===== config.mk =====
export PLATFORM = sky130hd
export DESIGN_NAME = sram_port_arbiter
export DESIGN_NICKNAME = d
export VERILOG_FILES = /design/src/rtl/sram_port_arbiter_pkg.sv /design/src/rtl/sram_port_arbiter_rr_arbiter_2.sv /design/src/rtl/sram_port_arbiter.sv
export SDC_FILE = /design/constraint.sdc
export NUM_CORES = 1
export LEC_CHECK = 0
export BUFFER_PORTS_ARGS = -buffer_cell sky130_fd_sc_hd__buf_2
export CAP_MARGIN = 20
export CORE_AREA = 2 2 117 119
export CTS_CLUSTER_SIZE = 12
export DETAILED_ROUTE_END_ITERATION = 6
export DIE_AREA = 0 0 119 121
export PLACE_DENSITY = 0.69
export SLEW_MARGIN = 30
export SYNTH_ARGS = -nofsm -noshare
export SYNTH_HDL_FRONTEND = slang
export SYNTH_SLANG_ARGS = --single-unit

===== constraint.sdc =====
create_clock -name clk -period 3.05 [get_ports clk]
set_clock_uncertainty 0.05 [all_clocks]
set_input_delay 0.1525 -clock clk [delete_from_list [all_inputs] [get_ports clk]]
set_output_delay 0.1525 -clock clk [all_outputs]
set_load 0.005 [all_outputs]

===== src/rtl/sram_port_arbiter_pkg.sv =====
// Shared definitions for the two-port SRAM controller arbiter: FSM encoding,
// port indices and wait-counter sizing.
package sram_port_arbiter_pkg;

    typedef enum logic [1:0] {
        ST_IDLE    = 2'd0,
        ST_GRANT0  = 2'd1,
        ST_GRANT1  = 2'd2,
        ST_RELEASE = 2'd3
    } arb_state_e;

    localparam int PORT0       = 0;
    localparam int PORT1       = 1;
    localparam int TIMEOUT_DEF = 255;
    localparam int WAIT_W      = 8;

    function automatic logic is_grant(input arb_state_e s);
        return (s == ST_GRANT0) || (s == ST_GRANT1);
    endfunction

endpackage


===== src/rtl/sram_port_arbiter_rr_arbiter_2.sv =====
// Two-request picker: a lone requester always wins; on a tie the pointer
// (or port 0 when fixed priority is selected) decides.
module rr_arbiter_2 (
    input  logic [1:0] req_i,
    input  logic       ptr_i,
    input  logic       fixed_prio_i,
    output logic [1:0] gnt_o
);

    always_comb begin
        gnt_o = 2'b00;
        unique case (req_i)
            2'b01:   gnt_o = 2'b01;
            2'b10:   gnt_o = 2'b10;
            2'b11:   gnt_o = (fixed_prio_i || !ptr_i) ? 2'b01 : 2'b10;
            default: gnt_o = 2'b00;
        endcase
    end

endmodule


===== src/rtl/sram_port_arbiter.sv =====
// Shares one SRAM controller between the MEM-stage port (0) and a secondary
// master (1). The granted command is latched and held until mem_ready.
module sram_port_arbiter
    import sram_port_arbiter_pkg::*;
#(
    parameter int ADDR_W     = 32,
    parameter int DATA_W     = 32,
    parameter int FIXED_PRIO = 0,
    parameter int TIMEOUT    = TIMEOUT_DEF
) (
    input  logic              clk,
    input  logic              rst,
    input  logic              p0_r_en,
    input  logic              p0_w_en,
    input  logic [ADDR_W-1:0] p0_addr,
    input  logic [DATA_W-1:0] p0_wdata,
    output logic              p0_ready,
    output logic [DATA_W-1:0] p0_rdata,
    input  logic              p1_r_en,
    input  logic              p1_w_en,
    input  logic [ADDR_W-1:0] p1_addr,
    input  logic [DATA_W-1:0] p1_wdata,
    output logic              p1_ready,
    output logic [DATA_W-1:0] p1_rdata,
    output logic              mem_read_en,
    output logic              mem_write_en,
    output logic [ADDR_W-1:0] mem_addr,
    output logic [DATA_W-1:0] mem_wdata,
    input  logic              mem_ready,
    input  logic [DATA_W-1:0] mem_rdata,
    output logic              err_timeout
);

    localparam logic [WAIT_W-1:0] TIMEOUT_V = WAIT_W'(TIMEOUT);

    arb_state_e        state_q, state_d;
    logic [ADDR_W-1:0] cmd_addr_q, cmd_addr_d;
    logic [DATA_W-1:0] cmd_wdata_q, cmd_wdata_d;
    logic              cmd_we_q, cmd_we_d;
    logic              ptr_q, ptr_d;
    logic [WAIT_W-1:0] wait_q, wait_d;
    logic              err_q, err_d;

    logic       p0_req, p1_req, in_grant;
    logic [1:0] gnt;

    assign p0_req   = p0_r_en | p0_w_en;
    assign p1_req   = p1_r_en | p1_w_en;
    assign in_grant = is_grant(state_q);

    rr_arbiter_2 u_pick (
        .req_i        ({p1_req, p0_req}),
        .ptr_i        (ptr_q),
        .fixed_prio_i (FIXED_PRIO != 0),
        .gnt_o        (gnt)
    );

    always_ff @(posedge clk or posedge rst) begin
        if (rst) begin
            state_q     <= ST_IDLE;
            cmd_addr_q  <= '0;
            cmd_wdata_q <= '0;
            cmd_we_q    <= 1'b0;
            ptr_q       <= 1'b0;
            wait_q      <= '0;
            err_q       <= 1'b0;
        end else begin
            state_q     <= state_d;
            cmd_addr_q  <= cmd_addr_d;
            cmd_wdata_q <= cmd_wdata_d;
            cmd_we_q    <= cmd_we_d;
            ptr_q       <= ptr_d;
            wait_q      <= wait_d;
            err_q       <= err_d;
        end
    end

    always_comb begin
        state_d     = state_q;
        cmd_addr_d  = cmd_addr_q;
        cmd_wdata_d = cmd_wdata_q;
        cmd_we_d    = cmd_we_q;
        ptr_d       = ptr_q;
        wait_d      = wait_q;
        err_d       = err_q;
        unique case (state_q)
            ST_IDLE: begin
                if (p0_req || p1_req) begin
                    // A port asserting both enables is served as a write.
                    state_d     = gnt[PORT1] ? ST_GRANT1 : ST_GRANT0;
                    cmd_addr_d  = gnt[PORT1] ? p1_addr  : p0_addr;
                    cmd_wdata_d = gnt[PORT1] ? p1_wdata : p0_wdata;
                    cmd_we_d    = gnt[PORT1] ? p1_w_en  : p0_w_en;
                    wait_d      = '0;
                end
            end
            ST_GRANT0, ST_GRANT1: begin
                if (wait_q == TIMEOUT_V) err_d = 1'b1;
                if (mem_ready) begin
                    state_d = ST_RELEASE;
                    ptr_d   = (state_q == ST_GRANT0);
                end else if (wait_q != '1) begin
                    wait_d = wait_q + 1'b1;
                end
            end
            ST_RELEASE: state_d = ST_IDLE;
            default:    state_d = ST_IDLE;
        endcase
    end

    assign mem_read_en  = in_grant & ~cmd_we_q;
    assign mem_write_en = in_grant &  cmd_we_q;
    assign mem_addr     = cmd_addr_q;
    assign mem_wdata    = cmd_wdata_q;
    assign err_timeout  = err_q;

    // A port that is not requesting always sees ready, so a dropped request stalls nobody.
    assign p0_ready = ~p0_req | ((state_q == ST_GRANT0) & mem_ready);
    assign p1_ready = ~p1_req | ((state_q == ST_GRANT1) & mem_ready);
    assign p0_rdata = (state_q == ST_GRANT0) ? mem_rdata : '0;
    assign p1_rdata = (state_q == ST_GRANT1) ? mem_rdata : '0;

endmodule


* Yosys cells after proc, flatten, opt, wreduce, memory -nomap -nowiden
Cells that the tools add are included.
Word-level totals: output and inout bits 133, bits in registers 77
Operators by class: eq/ne operators 12, reduce and logical (&&, ||, !) cells 10, bitwise gates (word level) 11, add/subtract/negate cells 1, multiplexer cells 15
Operators by type and width (count):
- 2-to-1 mux 32 bit | 4
- 2-to-1 mux 8 bit | 3
- one-hot mux 8 bit (2 select lines) | 1
- one-hot mux 2 bit (3 select lines) | 2
- adder 8 x 1 -> 8 bit, second input constant | 1
- equality test 2 bit, second input constant | 4
- equality test 8 bit, second input constant | 1
- 2-to-1 mux 2 bit | 4
- inequality test 2 bit, second input constant | 4
- inequality test 8 bit, second input constant | 1
- AND reduction 2 bit | 4
- bitwise AND 1 bit | 4
- equality test 2 x 1 -> 1 bit, second input constant | 2
- OR 1 bit | 4
- AND reduction 4 bit | 1
- inverter 1 bit | 3
- logical NOT 2 bit | 1
- logical OR 1 bit | 2
- nonzero test 2 bit | 1
- OR reduction 2 bit | 1
- 2-to-1 mux 1 bit | 1

* Depth between registers and ports, before layout
word-level depth 6, gate-level depth with buffers 8, depth with buffers taken out 6

* Hierarchy
Synthesis repeated with hierarchy kept, for this count alone.
Second synthesis, totals: cells, all modules 445, area, all modules 4335.4 um2
By module, submodules not included:
- sram_port_arbiter | times used 1, area each 4305.4 um2, cells each 441, sequential area each 1926.8 um2
- rr_arbiter_2 | times used 1, area each 30.0 um2, cells each 4, sequential area each 0.0 um2

* Worst setup path after synthesis
No wires, ideal clock.
path type reg-to-reg, start reg state_q[0], end reg wait_q[3], slack 1.270 ns, period minus slack after synthesis 1.780 ns, arrival 1.650 ns, cell stages (with the launch flop) 7, library setup time 0.080 ns, cells stage by stage dfrtp_1 -> inv_1 -> ha_1 -> nand2b_4 -> a21o_1 -> or4_1 -> o211ai_2
On the way: cells in the longest elaborated chain, start to end 4
Ends and longest elaborated chain:
- start, declared | RTL line sram_port_arbiter.sv:36 | arb_state_e state_q, state_d;
- start signal, assigned | RTL line sram_port_arbiter.sv:68 | state_q <= state_d;
- equality test 2 bit / equality test 2 x 1 -> 1 bit (equally long branches) | RTL line sram_port_arbiter.sv:86 | unique case (state_q)
- OR reduction 2 bit | RTL line sram_port_arbiter.sv:86
- inequality test 2 bit (no line) / nonzero test 2 bit (equally long branches)
- AND reduction 4 bit (no line)
- end signal, assigned | RTL line sram_port_arbiter.sv:73 | wait_q <= wait_d;
- end, declared | RTL line sram_port_arbiter.sv:41 | logic [WAIT_W-1:0] wait_q, wait_d;
Several ways; a longest one is shown, not always the timed one. A chain may end at the register's enable or synchronous reset.

* Final worst setup path
start reg state_q[0], end reg wait_q[7]
The elaborated chain is that of the path after synthesis.

==> reports/summary.json <==
{
  "die-height": {"value": 121, "unit": "um"},
  "ioPinCount": {"value": 300},
  "cts_tree": {"value": "built"},
  "area_delta_synth_final": {"value": 46.6, "unit": "%"},
  "numPlacedInstances": {"value": 900},
  "timing.critical_path.required": {"value": 3.27, "unit": "ns"},
  "setup.worst_path.end_class": {"value": "flop"},
  "worst_slew_margin_relative_to_its_limit": {"value": 48.6, "unit": "%"},
  "final_layout_size_suffix_gt1_share": {"value": 44.5, "unit": "%"},
  "worst_path_largest_cell_delay": {"value": 0.62, "unit": "ns"},
  "cts_resized": {"value": 0},
  "worst_hold_path_type": {"value": "primary input to flop"},
  "postLayoutCellArea": {"value": 6240, "unit": "um2"},
  "core": {"value": 13100, "unit": "um2"},
  "wl_per_cell": {"value": 14.0, "unit": "um"},
  "maxCapViolCount": {"value": 0},
  "netlist_area": {"value": 4260, "unit": "um2"},
  "status": {"value": "completed"},
  "leakagePower": {"value": 3.59, "unit": "nW"},
  "grt_pass1_vias": {"value": 3875},
  "cts-hold-fix-buffers": {"value": 1},
  "final-max-slew-violation-count": {"value": 0},
  "ir_worst_vdd": {"value": 0.000343, "unit": "V"},
  "grt_start_max_net_pins": {"value": 77},
  "post-route-util": {"value": 47.7, "unit": "%"},
  "cts-root-to-sink-buffers": {"value": 2},
  "worst_slew_pin_slew": {"value": 0.770, "unit": "ns"},
  "worst_path_max_delay_cell": {"value": "sky130_fd_sc_hd__ha_1"},
  "cts-root-buf": {"value": "sky130_fd_sc_hd__clkbuf_16"},
  "grt_antenna_before_repair": {"value": 0},
  "timing.critical_path.from_type": {"value": "flop"},
  "mostFrequentLayoutCells": {"value": "sky130_fd_sc_hd__buf_2 (299), sky130_fd_sc_hd__dfrtp_1 (77), sky130_fd_sc_hd__nand2_1 (75)"},
  "power_per_cell_area": {"value": 913, "unit": "nW/um2"},
  "fp-row-count": {"value": 42},
  "maxClockFrequency": {"value": 464, "unit": "MHz"},
  "period_needed": {"value": 2.16, "unit": "ns"},
  "postSynthCellCount": {"value": 447},
  "place_congestion": {"value": 0.889},
  "fin_cells": {"value": 917},
  "port-buffer-count": {"value": 299},
  "postSynth.topFlopCell": {"value": "sky130_fd_sc_hd__dfrtp_1"},
  "fin_total_pwr": {"value": 5.70, "unit": "mW"},
  "critPathKind": {"value": "flop to flop"},
  "via_count": {"value": 4191},
  "postPlaceCellArea": {"value": 5890, "unit": "um2"},
  "grt_overall_usage": {"value": 17.6, "unit": "%"},
  "synth_cell_types": {"value": 43},
  "drt.antenna.violating_nets": {"value": 0},
  "critPathMaxFanout": {"value": 17},
  "synth-seq-area-share": {"value": 45.3, "unit": "%"},
  "post_synth.cell_area_avg": {"value": 9.53, "unit": "um2"},
  "cts.repair_timing.setup_buffer_count": {"value": 0},
  "most_common_library_cell_in_the_layout_ignoring_fill_and_taps": {"value": "sky130_fd_sc_hd__buf_2"},
  "gr-total-overflow": {"value": 0},
  "numCtsBuffers": {"value": 9},
  "detailedRoute.firstPassIterationCount": {"value": 4},
  "synth_edf_count": {"value": 0},
  "cts-htree-levels": {"value": 3},
  "drt-initial-drc-count": {"value": 101},
  "worst_skew_pair.late_latency": {"value": 0.33, "unit": "ns"},
  "nNetsFinal": {"value": 908},
  "rsz0062_at_grt": {"value": "false"},
  "design.die.area": {"value": 14400, "unit": "um2"},
  "detail_placement_hpwl": {"value": 10300, "unit": "um"},
  "start_util": {"value": 32.5, "unit": "%"},
  "final_hold_viol_count": {"value": 0},
  "async_reset_ff_share": {"value": 100, "unit": "%"},
  "worstPathCellList": {"value": "inv_1, ha_1, nand2b_4, a21o_1, a2111oi_0, a211o_1"},
  "yosys_warnings": {"value": 0},
  "post-route-drc-count": {"value": 0},
  "antenna_cells": {"value": 0},
  "die_width": {"value": 119, "unit": "um"},
  "vias_per_cell": {"value": 4.57},
  "final.period_utilization": {"value": 70.7, "unit": "%"},
  "clkSinkCount": {"value": 77},
  "clk_pin_slew": {"value": 0.06, "unit": "ns"},
  "aggregate_routed_wire_length": {"value": 12800, "unit": "um"},
  "totalNegativeSetupSlack": {"value": 0, "unit": "ns"},
  "synthesized_net_count": {"value": 619},
  "grt_first_pass_wirelength": {"value": 19700, "unit": "um"},
  "report.final.setup_viol": {"value": 0},
  "synth_seq_cells": {"value": 77},
  "worstPathArrival": {"value": 2.38, "unit": "ns"}
}
-- Yosys cell counts, drive strengths merged (3+ instances only) --
| master | n | area share [%] |
|---|---|---|
| dfrtp | 77 | 45 |
| nand2 | 75 | 6.6 |
| o21ai | 70 | 8.3 |
| and2 | 66 | 9.7 |
| mux2i | 65 | 15 |
| buf | 17 | 2.7 |
| clkbuf | 11 | 1.0 |
| inv | 9 | 0.79 |
| a21oi | 6 | 0.71 |
| ha | 5 | 1.5 |
| a21o | 4 | 0.71 |
| nor2b | 4 | 0.59 |
| o211ai | 4 | 0.82 |
| nand2b | 3 | 0.62 |
| nand3 | 3 | 0.35 |
| nand4 | 3 | 0.44 |
-- final timing paths --
kind                                        endpoint  slack (ns)                 startpoint  depth (start not counted)
setup / recovery               wait_q[7]$_DFFE_PP0P_        0.89     state_q[0]$_DFFE_PP0P_                          6
hold / removal              mem_wdata[0]$_DFFE_PP0P_        0.04                p1_wdata[0]                          3
setup reg to reg               wait_q[7]$_DFFE_PP0P_        0.89     state_q[0]$_DFFE_PP0P_                          6
hold reg to reg            mem_wdata[28]$_DFFE_PP0P_        0.42  mem_wdata[28]$_DFFE_PP0P_                          2
max in group asynchronous    err_timeout$_DFFE_PP0P_        1.98                        rst                          4
min in group asynchronous   mem_wdata[7]$_DFFE_PP0P_        0.36                        rst                          3
-- routing by layer --
metal / vias to the layer above / part of all wire, % / track usage [%]
li1: 2110 / - / -
met1: 1868 / 37 / 18.8
met2: 191 / 51 / 31.8
met3: 22 / 7.2 / 4.28
met4: 0 / 4.1 / 10.0
met5: - / 0 / 0
-- per-stage QoR --
| stage | worst slack, ns | hold slack [ns] |
|---|---|---|
| 2_1_floorplan | 0.881 | 0.285 |
| 3_3_place_gp | 0.952 | 0.376 |
| 3_5_place_dp | 0.911 | 0.197 |
| 4_1_cts | 0.891 | 0.0260 |
| 5_1_grt | 0.668 | 0.0422 |
| 6_report | 0.894 | 0.0402 |
-- cell type report --
class	instances	area [um2]
fill	1324	6840
multi-input combinational	333	2150
sequential	77	1930
timing repair buffer	306	1560
clock buffer	10	229
tap	176	220
clock inverter	6	111
inverter	9	38.8
-- kinds of logic (layout without fill, tap and decap cells) --
logic type      after synthesis  in the layout  synth area share, %
simple gates                166            166                 20.3
compound gates               96             96                 12.9
flops                        77             77                 45.3
mux                          66             66                 15.5
buf+inv                      37            331                 4.53
fa+ha+maj                     5              5                 1.47
-- power breakdown --
part | switching, mW | internal [mW]
clock | 0.413 | 0.799
sequential | 0.287 | 1.52
combinational | 1.44 | 1.24
total | 2.14 | 3.56
-- sequential cells by signal, summed over array words and instances (netlist names) --
| name | flops |
|---|---|
| cmd_we_q | 1 |
| err_timeout | 1 |
| mem_addr | 32 |
| mem_wdata | 32 |
| ptr_q | 1 |
| state_q | 2 |
| wait_q | 8 |
-- worst max-delay path, delay by kind of cell (launching register included) --
| kind | cells | cell delay (ns) |
|---|---|---|
| DFF | 1 | 0.37 |
| AOI/OAI and AO/OA | 3 | 0.84 |
| and+or+nand+nor | 1 | 0.12 |
| buffers and inverters | 1 | 0.08 |
| adders and majority gates | 1 | 0.62 |
Power figures use the tool's default switching activity.
